File: src/rtl/alu_pkg.sv
// Shared ALU definitions: data/opcode widths, opcode encodings and a helper
// that tells whether an opcode is one the ALU implements.
package alu_pkg;

    localparam int DATA_W = 32;
    localparam int OP_W   = 6;

    localparam logic [OP_W-1:0] ADDU = 6'd0;
    localparam logic [OP_W-1:0] SUBU = 6'd1;
    localparam logic [OP_W-1:0] ORR  = 6'd2;
    localparam logic [OP_W-1:0] LUI  = 6'd3;
    localparam logic [OP_W-1:0] EQU  = 6'd4;

    function automatic logic op_is_defined(input logic [OP_W-1:0] op);
        return (op == ADDU) || (op == SUBU) || (op == ORR) ||
               (op == LUI)  || (op == EQU);
    endfunction

endpackage

File: src/rtl/alu_arbiter_if.sv
// Requester-facing bundle of the ALU arbiter.
//   req_valid/req_ready : per-requester request handshake (bit k = requester k)
//   req_op*/req_a*/req_b*: opcode and operands of requester 0 / 1
//   rsp_valid/rsp_ready : per-requester response handshake
//   rsp_out/rsp_logic/rsp_err : registered ALU result, compare flag, bad-op flag
//   busy                : a response is being held
// master = requester side, slave = arbiter side.
interface alu_arbiter_if;
    import alu_pkg::*;

    logic [1:0]        req_valid;
    logic [1:0]        req_ready;
    logic [OP_W-1:0]   req_op0;
    logic [OP_W-1:0]   req_op1;
    logic [DATA_W-1:0] req_a0;
    logic [DATA_W-1:0] req_a1;
    logic [DATA_W-1:0] req_b0;
    logic [DATA_W-1:0] req_b1;
    logic [1:0]        rsp_valid;
    logic [1:0]        rsp_ready;
    logic [DATA_W-1:0] rsp_out;
    logic              rsp_logic;
    logic              rsp_err;
    logic              busy;

    modport master (
        output req_valid, req_op0, req_op1, req_a0, req_a1, req_b0, req_b1,
               rsp_ready,
        input  req_ready, rsp_valid, rsp_out, rsp_logic, rsp_err, busy
    );

    modport slave (
        input  req_valid, req_op0, req_op1, req_a0, req_a1, req_b0, req_b1,
               rsp_ready,
        output req_ready, rsp_valid, rsp_out, rsp_logic, rsp_err, busy
    );

endinterface

File: src/rtl/alu.sv
// Combinational ALU shared by the arbiter.
//   alu_op_i        : opcode (see alu_pkg)
//   a_i, b_i        : operands
//   out_o           : arithmetic/logic result (0 for EQU and undefined ops)
//   logic_output_o  : equality flag, only meaningful for EQU
module alu
    import alu_pkg::*;
(
    input  logic [OP_W-1:0]   alu_op_i,
    input  logic [DATA_W-1:0] a_i,
    input  logic [DATA_W-1:0] b_i,
    output logic [DATA_W-1:0] out_o,
    output logic              logic_output_o
);

    always_comb begin
        out_o          = '0;
        logic_output_o = 1'b0;
        case (alu_op_i)
            ADDU:    out_o = a_i + b_i;
            SUBU:    out_o = a_i - b_i;
            ORR:     out_o = a_i | b_i;
            LUI:     out_o = {b_i[15:0], a_i[15:0]};
            EQU:     logic_output_o = (a_i == b_i);
            default: ;
        endcase
    end

endmodule

File: src/rtl/alu_arbiter.sv
// Round-robin arbiter sharing one ALU between two requesters, with a
// single-entry response register returned to the granted requester.
//   clk      : clock, rising edge
//   reset_n  : asynchronous active-low reset
//   bus      : requester bundle (alu_arbiter_if.slave)
//
// state | meaning
// ------+----------------------------------------------
// IDLE  | response register empty, accept window open
// HOLD  | response register full, owned by own_q
module alu_arbiter
    import alu_pkg::*;
(
    input  logic         clk,
    input  logic         reset_n,
    alu_arbiter_if.slave bus
);

    localparam logic [0:0] ST_IDLE = 1'b0;
    localparam logic [0:0] ST_HOLD = 1'b1;

    logic [0:0]        state_q, state_d;
    logic              prio_q, prio_d;
    logic              own_q, own_d;
    logic [DATA_W-1:0] out_q, out_d;
    logic              logic_q, logic_d;
    logic              err_q, err_d;

    logic              rsp_fire;
    logic              window;
    logic [1:0]        grant;
    logic              req_fire;
    logic              sel;
    logic [OP_W-1:0]   mux_op;
    logic [DATA_W-1:0] mux_a;
    logic [DATA_W-1:0] mux_b;
    logic [DATA_W-1:0] alu_out;
    logic              alu_logic;

    // Handshake path uses only valid/ready/state/prio, never the data inputs.
    assign rsp_fire = (state_q == ST_HOLD) && bus.rsp_ready[own_q];
    assign window   = (state_q == ST_IDLE) || rsp_fire;

    always_comb begin
        grant = 2'b00;
        case (bus.req_valid)
            2'b01:   grant = 2'b01;
            2'b10:   grant = 2'b10;
            2'b11:   grant = prio_q ? 2'b10 : 2'b01;
            default: grant = 2'b00;
        endcase
        if (!window) grant = 2'b00;
    end

    assign bus.req_ready = grant;
    assign req_fire      = |grant;
    assign sel           = grant[1];

    assign mux_op = sel ? bus.req_op1 : bus.req_op0;
    assign mux_a  = sel ? bus.req_a1  : bus.req_a0;
    assign mux_b  = sel ? bus.req_b1  : bus.req_b0;

    alu u_alu (
        .alu_op_i       (mux_op),
        .a_i            (mux_a),
        .b_i            (mux_b),
        .out_o          (alu_out),
        .logic_output_o (alu_logic)
    );

    always_comb begin
        state_d = state_q;
        prio_d  = prio_q;
        own_d   = own_q;
        out_d   = out_q;
        logic_d = logic_q;
        err_d   = err_q;
        if (req_fire) begin
            state_d = ST_HOLD;
            own_d   = sel;
            prio_d  = ~sel;
            out_d   = alu_out;
            logic_d = alu_logic;
            err_d   = ~op_is_defined(mux_op);
        end else if (rsp_fire) begin
            // Data is kept; only the valid is withdrawn.
            state_d = ST_IDLE;
        end
    end

    always_ff @(posedge clk or negedge reset_n) begin
        if (!reset_n) begin
            state_q <= ST_IDLE;
            prio_q  <= 1'b0;
            own_q   <= 1'b0;
            out_q   <= '0;
            logic_q <= 1'b0;
            err_q   <= 1'b0;
        end else begin
            state_q <= state_d;
            prio_q  <= prio_d;
            own_q   <= own_d;
            out_q   <= out_d;
            logic_q <= logic_d;
            err_q   <= err_d;
        end
    end

    assign bus.busy         = (state_q == ST_HOLD);
    assign bus.rsp_valid[0] = (state_q == ST_HOLD) && !own_q;
    assign bus.rsp_valid[1] = (state_q == ST_HOLD) &&  own_q;
    assign bus.rsp_out      = out_q;
    assign bus.rsp_logic    = logic_q;
    assign bus.rsp_err      = err_q;

endmodule

File: src/flat_wrapper.sv
// flat-port wrapper written by rule: the top's interface ports become plain ports
module alu_arbiter_flat import alu_pkg::*;
  (clk, reset_n, bus_req_valid, bus_req_op0, bus_req_op1, bus_req_a0, bus_req_a1, bus_req_b0, bus_req_b1, bus_rsp_ready, bus_req_ready, bus_rsp_valid, bus_rsp_out, bus_rsp_logic, bus_rsp_err, bus_busy);
  alu_arbiter_if bus_i ();
  input  logic clk;
  input  logic reset_n;
  input wire logic [$bits(bus_i.req_valid)-1:0] bus_req_valid;
  input wire logic [$bits(bus_i.req_op0)-1:0] bus_req_op0;
  input wire logic [$bits(bus_i.req_op1)-1:0] bus_req_op1;
  input wire logic [$bits(bus_i.req_a0)-1:0] bus_req_a0;
  input wire logic [$bits(bus_i.req_a1)-1:0] bus_req_a1;
  input wire logic [$bits(bus_i.req_b0)-1:0] bus_req_b0;
  input wire logic [$bits(bus_i.req_b1)-1:0] bus_req_b1;
  input wire logic [$bits(bus_i.rsp_ready)-1:0] bus_rsp_ready;
  output wire logic [$bits(bus_i.req_ready)-1:0] bus_req_ready;
  output wire logic [$bits(bus_i.rsp_valid)-1:0] bus_rsp_valid;
  output wire logic [$bits(bus_i.rsp_out)-1:0] bus_rsp_out;
  output wire logic [$bits(bus_i.rsp_logic)-1:0] bus_rsp_logic;
  output wire logic [$bits(bus_i.rsp_err)-1:0] bus_rsp_err;
  output wire logic [$bits(bus_i.busy)-1:0] bus_busy;
  assign bus_i.req_valid = bus_req_valid;
  assign bus_i.req_op0 = bus_req_op0;
  assign bus_i.req_op1 = bus_req_op1;
  assign bus_i.req_a0 = bus_req_a0;
  assign bus_i.req_a1 = bus_req_a1;
  assign bus_i.req_b0 = bus_req_b0;
  assign bus_i.req_b1 = bus_req_b1;
  assign bus_i.rsp_ready = bus_rsp_ready;
  assign bus_req_ready = bus_i.req_ready;
  assign bus_rsp_valid = bus_i.rsp_valid;
  assign bus_rsp_out = bus_i.rsp_out;
  assign bus_rsp_logic = bus_i.rsp_logic;
  assign bus_rsp_err = bus_i.rsp_err;
  assign bus_busy = bus_i.busy;
  alu_arbiter u_core (.clk(clk), .reset_n(reset_n), .bus(bus_i));
endmodule
File: config.mk
export PLATFORM = sky130hd
export DESIGN_NAME = alu_arbiter_flat
export DESIGN_NICKNAME = d
export VERILOG_FILES = /design/src/rtl/alu_pkg.sv /design/src/rtl/alu_arbiter_if.sv /design/src/rtl/alu.sv /design/src/rtl/alu_arbiter.sv /design/src/flat_wrapper.sv
export SDC_FILE = /design/constraint.sdc
export NUM_CORES = 1
export LEC_CHECK = 0
export ABC_AREA = 1
export BUFFER_PORTS_ARGS = -buffer_cell sky130_fd_sc_hd__buf_2
export CAP_MARGIN = 20
export CELL_PAD_IN_SITES_DETAIL_PLACEMENT = 1
export CELL_PAD_IN_SITES_GLOBAL_PLACEMENT = 2
export CORE_UTILIZATION = 28
export DETAILED_ROUTE_END_ITERATION = 10
export GPL_ROUTABILITY_DRIVEN = 0
export PLACE_DENSITY_LB_ADDON = 0.3
export SETUP_SLACK_MARGIN = 0.3
export SLEW_MARGIN = 40
export SYNTH_ARGS = -nofsm -noshare
export SYNTH_HDL_FRONTEND = slang
export SYNTH_SLANG_ARGS = --single-unit
export TNS_END_PERCENT = 100
File: constraint.sdc
create_clock -name clk -period 3.9 [get_ports clk]
set_clock_uncertainty 0.15 [all_clocks]
set_input_delay 0.39 -clock clk [delete_from_list [all_inputs] [get_ports clk]]
set_output_delay 0.39 -clock clk [all_outputs]
set_load 0.1 [all_outputs]
== After elaboration in Yosys (flattened, before gate mapping) ==
Index checks and enable logic that the tools add are counted.

* Divide/modulo/power cells: 0
* Eq/ne operators: 8
* $lt $le $gt $ge: 1
* Bitwise gates (word level): 4
* Reduce and logical (&&, ||, !) cells: 12
* Shift operators: 0
* $add $sub $neg: 2
* Multipliers: 0
* Muxes and demuxes: 12

{| class="wikitable"
|+ Operator list
! operator !! count
|-
| 32-bit one-hot mux with 4 select lines || 1
|-
| 32-bit 2-to-1 mux || 2
|-
| 32-bit adder || 1
|-
| 32-bit == test || 1
|-
| 32-bit OR || 1
|-
| 32-bit subtractor || 1
|-
| 6-bit by 2-bit == test with 1-bit output, second input constant || 2
|-
| 6-bit by 1-bit == test with 1-bit output, second input constant || 1
|-
| 6-bit by 3-bit == test with 1-bit output, second input constant || 1
|-
| 6-bit logical NOT || 1
|-
| 6-bit 2-to-1 mux || 1
|-
| 2-bit one-hot mux with 3 select lines || 1
|-
| 1-bit logical OR || 5
|-
| 1-bit 2-to-1 mux || 5
|-
| 2-bit == test, second input constant || 2
|-
| 2-bit 2-to-1 mux || 2
|-
| 1-bit logical AND || 3
|-
| 1-bit NOT || 3
|-
| 2-bit by 1-bit == test with 1-bit output, second input constant || 1
|-
| 1-bit by 2-bit less-than comparator with 1-bit output, second input constant || 1
|-
| 2-bit nonzero test || 1
|-
| 2-bit OR reduction || 1
|-
| 1-bit logical NOT || 1
|}

* Input bits: 146
* Output and inout port bits: 39
* ROM bits: 0
* Memories: 0
* Latch bits: 0
* Register bits after elaboration: 37
* RAM bits: 0

== Depth between registers and ports, before layout ==
* Word-level depth: 12
* Gate-level depth with buffers: 26

== Hierarchy ==
Synthesis repeated with hierarchy kept, for this count alone.

* Cell total of the unflattened synthesis: 1669
* Area total of the unflattened synthesis: 8714.6 sq um

{| class="wikitable"
|+ By module, submodules not included
! module !! area an instance (sq um) !! cells an instance !! instances
|-
| alu || 6262.3 || 1265 || 1
|-
| alu_arbiter || 2452.4 || 404 || 1
|}

== Worst setup path after synthesis ==
OpenSTA, ideal clock, no wires.

* Path type: register -> register
* From: reg u_core.state_q, in the netlist u_core.bus.busy
* To: reg u_core.out_q[12], in the netlist u_core.bus.rsp_out[12]
* Stages on the path, launching flop included: 20
* Arrival: 3.910 ns
* Required time: 3.630 ns
* Slack: -0.280 ns
* Path through: dfrtp_1 -> nand3_2 -> nand2_4 -> buf_6 -> inv_1 -> or2_2 -> o21a_1 -> ha_1 -> fa_1 -> nand2_1 -> nand3_1 -> nand3_1 -> nand2_1 -> nand2_1 -> nand2_1 -> xor2_1 -> nand2_1 -> nand2_1 -> o21ai_1 -> nand2_1

* Cells in the longest elaborated chain, start to end: 6
* Elaborated cells between the ends (all ways): 16

{| class="wikitable"
|+ Ends and longest elaborated chain
! element !! line !! RTL
|-
| from (decl) || alu_arbiter.sv:22 || <nowiki>logic [0:0] state_q, state_d;</nowiki>
|-
| from (signal assigned) || alu_arbiter.sv:100 || <nowiki>state_q <= state_d;</nowiki>
|-
| 1-bit logical AND / 1-bit NOT (equally long branches) || alu_arbiter.sv:41, alu_arbiter.sv:42 ||
|-
| 1-bit logical OR * || alu_arbiter.sv:42 || <nowiki>assign window = (state_q == ST_IDLE) || rsp_fire;</nowiki>
|-
| 2-bit 2-to-1 mux * || alu_arbiter.sv:52 || <nowiki>if (!window) grant = 2'b00;</nowiki>
|-
| via bus_req_ready[1] || flat_wrapper.sv:15 || <nowiki>output wire logic [$bits(bus_i.req_ready)-1:0] bus_req_ready;</nowiki>
|-
| 32-bit 2-to-1 mux, or another cell as far along || alu_arbiter.sv:60 || <nowiki>assign mux_a = sel ? bus.req_a1 : bus.req_a0;</nowiki>
|-
| 32-bit subtractor, or another cell as far along || alu.sv:21 || <nowiki>SUBU: out_o = a_i - b_i;</nowiki>
|-
| 32-bit one-hot mux with 4 select lines || alu.sv:19 || <nowiki>case (alu_op_i)</nowiki>
|-
| to (signal assigned) || alu_arbiter.sv:103 || <nowiki>out_q <= out_d;</nowiki>
|-
| to (decl) || alu_arbiter.sv:25 || <nowiki>logic [DATA_W-1:0] out_q, out_d;</nowiki>
|}

The timed path passes the listed nets; every way through them passes the cells marked *.
A chain may end at the register's enable or synchronous reset.

== Final worst setup path ==
* From: reg u_core.own_q
* To: reg u_core.out_q[25], in the netlist u_core.bus.rsp_out[25]

* Cells in the longest elaborated chain, start to end: 8
* Elaborated cells between the ends (all ways): 17

{| class="wikitable"
|+ Ends and longest elaborated chain
! element !! line !! RTL
|-
| from (decl) || alu_arbiter.sv:24 || <nowiki>logic own_q, own_d;</nowiki>
|-
| from (signal assigned) || alu_arbiter.sv:102 || <nowiki>own_q <= own_d;</nowiki>
|-
| 1-bit 2-to-1 mux (implied by the code) * (2 in series) || alu_arbiter.sv:41 || <nowiki>assign rsp_fire = (state_q == ST_HOLD) && bus.rsp_ready[own_q];</nowiki>
|-
| 1-bit logical AND * || alu_arbiter.sv:41 ||
|-
| 1-bit logical OR * || alu_arbiter.sv:42 ||
|-
| 2-bit 2-to-1 mux * || alu_arbiter.sv:52 ||
|-
| 32-bit 2-to-1 mux, or another cell as far along || alu_arbiter.sv:60 ||
|-
| 32-bit subtractor, or another cell as far along || alu.sv:21 ||
|-
| 32-bit one-hot mux with 4 select lines || alu.sv:19 ||
|}

Mark *: on every way between the ends. The rest lies on a longest branch, timed or not. The select of a mux whose other input is x is not followed.

==> reports/qor.txt <==
Outcome -> complete, no violations
Slew Limit Fails -> 0
Pre-CTS setup slack -> -0.0681 ns
Drt pass-1 iters -> 5
DP Area -> 0.0109 mm^2
Final Critical Period -> 3.48 ns
Rows -> 65
First-pass GRT wire length -> 67000 um
I/O pins -> 185
Clk sinks -> 37
Clk_lat worst skew -> 0.30 ns
Layout area overhead -> 28.2%
Flops & latches, synth -> 37
Routed Antenna Nets -> 0
DIE WIDTH -> 183 um
Worst Path Max Fanout -> 16
GRT Overall Usage -> 26.6%
Slowest Stage Delay on Critical Path -> 0.41 ns
Core area -> 0.0319 mm^2
# fillers -> 4509
Worst-path clk slew -> 0.07 ns
Most common cell after layout, fill and taps aside -> nand2_1
Worst hold path type -> reg2reg
Leakage -> 7.26 nW
Most frequent cells in the layout -> nand2_1, inv_1, buf_2
I/O Buffers -> 184
Vias per cell -> 4.77
Hold endpoint -> u_core.bus.rsp_out[2]
Most used cell, CP -> nand2_1
CP required -> 3.96 ns
Die height -> 183 um
Fin crit share -> 89.1%
Type of destination of the critical path -> flip-flop
Cell at the root of the clock tree -> clkbuf_16
CTS max path bufs -> 2
1st-iter DRT viols -> 593
HP Start -> u_core.bus.rsp_out[2]
Final number of setup-violating endpoints -> 0
Syn_nets -> 2004
Design area -> 0.0118 mm^2
CP Launch Type -> flip-flop
Post-synthesis cell count -> 1759
End of the worst register-to-register path -> u_core.bus.rsp_out[25]
Final #Nets -> 2228
Hold Worst Slack -> 0.333 ns
CP cell instances -> inv_1 -> nand2_1 -> nand3_4 -> nand2_4 -> clkbuf_16 -> nand2_1 -> o21ai_1 -> ha_2 -> buf_4 -> nor2_1 -> nand2_1 -> inv_1 -> nand2_1 -> nor2_1 -> nand2_1 -> nand2_1 -> nand2_1 -> nand3_1 -> nand3_1 -> nand2_1 -> inv_1
Worst reg2reg startpoint -> u_core.own_q
Ant. Diodes -> 0
Sequential cell area fraction in the yosys report -> 10.1%
H-tree Lvls -> 2
Max-Cap Viols -> 0
Worst R2R Setup Slack -> 0.42 ns
Largest net degree at the start of global routing -> 38
Post-route setup slack -> 0.424 ns
Final number of hold-violating endpoints -> 0
Netlist cell types -> 42
Detailed Place HPWL -> 38400 um
Final Power -> 8.94 mW
Power Density -> 759 mW/mm^2
Via Count -> 11500
Rel. slew slack -> 46.1%
Die ar. -> 0.0335 mm^2
Yosys warns -> 0
Post-Syn Area -> 0.00919 mm^2
WL per Instance -> 19.2 um
Cts bufs inserted -> 5
Worst EP arrival -> 3.54 ns
Initial Util -> 28.8%
Crit path launch -> u_core.own_q
Slew @ Worst Pin -> 0.807 ns
Layout cells sized above 1 -> 21.4%
Worst Path Class, Setup -> reg2reg
DRC -> 0
Initial antenna violation count -> 0
WL final -> 46300 um
Max Fclk -> 0.288 GHz
Hold path depth -> 2
CTS tree -> yes
R2R depth -> 21
GRT overflow -> 0
Peak supply drop -> 0.000272 V
Syn_area_per_cell -> 5.22 um^2
RSZ-0062 raised after global routing -> yes
Vias in the first global route -> 11500
Slowest CP cell -> ha_2
cells in the mapped netlist (all sizes together):
cell	number	share of area [%]
xor2	20	1.9
nor3	14	0.89
dfrtp	37	10
ha	97	13
nand3b	15	1.2
clkbuf	25	1.0
o211ai	2	0.16
fa	2	0.44
inv	402	16
nor2	145	6.4
nor4	3	0.20
and3	1	0.068
nand4	16	1.1
mux2i	2	0.22
o31ai	1	0.082
and2	5	0.34
a21boi	4	0.33
a21oi	45	2.6
nand2	646	27
buf	28	2.2
nand3	126	7.1
o21a	1	0.082
o21ai	98	5.5
or2	17	1.2
clkinv	1	0.041
o21bai	6	0.49
worst max-delay path by stage:
stage	endpoint	slack, ns	depth (start not counted)
2_1_floorplan	u_core.bus.rsp_out[12]	0.31	19
3_3_place_gp	u_core.bus.rsp_logic	-0.04	12
3_5_place_dp	u_core.bus.rsp_logic	-0.07	12
4_1_cts	u_core.bus.rsp_out[27]	0.28	21
5_1_grt	u_core.bus.rsp_out[16]	0.25	23
6_report	u_core.bus.rsp_out[25]	0.42	21
report_power, final:
group / internal (mW) / switching (mW)
Combinational: 2.30 / 5.51
Sequential: 0.511 / 0.100
Clock: 0.320 / 0.192
registers in the layout, indices dropped and copies added, names as in the netlist:
signal,count
u_core.bus.busy,1
u_core.prio_q,1
u_core.own_q,1
u_core.bus.rsp_err,1
u_core.bus.rsp_logic,1
u_core.bus.rsp_out,32
layout make-up:
cell class,count,area [um^2],share of cell area [%]
tap,435,544,4.62
clock inverter,1,30.0,0.255
inverter,403,1520,12.9
multi-input combinational,1268,6920,58.8
timing repair buffer,268,1690,14.4
clock buffer,7,143,1.21
sequential,37,930,7.89
what timing repair did:
item,in CTS,in global routing
cloned,1,5
hold buffers,1,0
endpoints found under the setup margin,15,25
hold endpoints to repair,37,0
pin swaps,1,9
gates resized for setup,19,127
setup buffers,2,12
metal layers:
metal	wire length (um)	GRT usage (%)	part of all wire, %	vias up
li1	-	-	-	5705
met1	19500	32.2	42	5435
met2	22600	47.5	49	302
met3	1800	2.03	3.9	87
met4	2480	12.7	5.3	0
met5	0	0	0	-
cells by family after synthesis:
group | count (synthesis) | share of synthesized area, %
buffers and inverters | 456 | 19.7
and+or+nand+nor | 988 | 45.2
AOI/OAI and AO/OA | 157 | 9.26
muxes | 2 | 0.218
xor gates and xnor gates | 20 | 1.91
DFF | 37 | 10.1
adders and majority gates | 99 | 13.6
worst max-delay path, delay by kind of cell (launching register included):
kind,cells,cell delay (ns)
simple gates,14,1.65
buf+inv,5,0.58
fa+ha+maj,1,0.41
flops,1,0.38
compound gates,1,0.19
through the flow:
step / setup TNS (ns) / cells / utilization, %
after global routing: 0 / 2419 / 36.9
final: 0 / 2419 / 36.9
after CTS: 0 / 2402 / 35.2
after global placement: -0.0377 / 2390 / 34.3
after floorplan: 0 / 1759 / -
after detailed placement: -0.0681 / 2390 / 34.3
(Power assumes the default switching activity.)
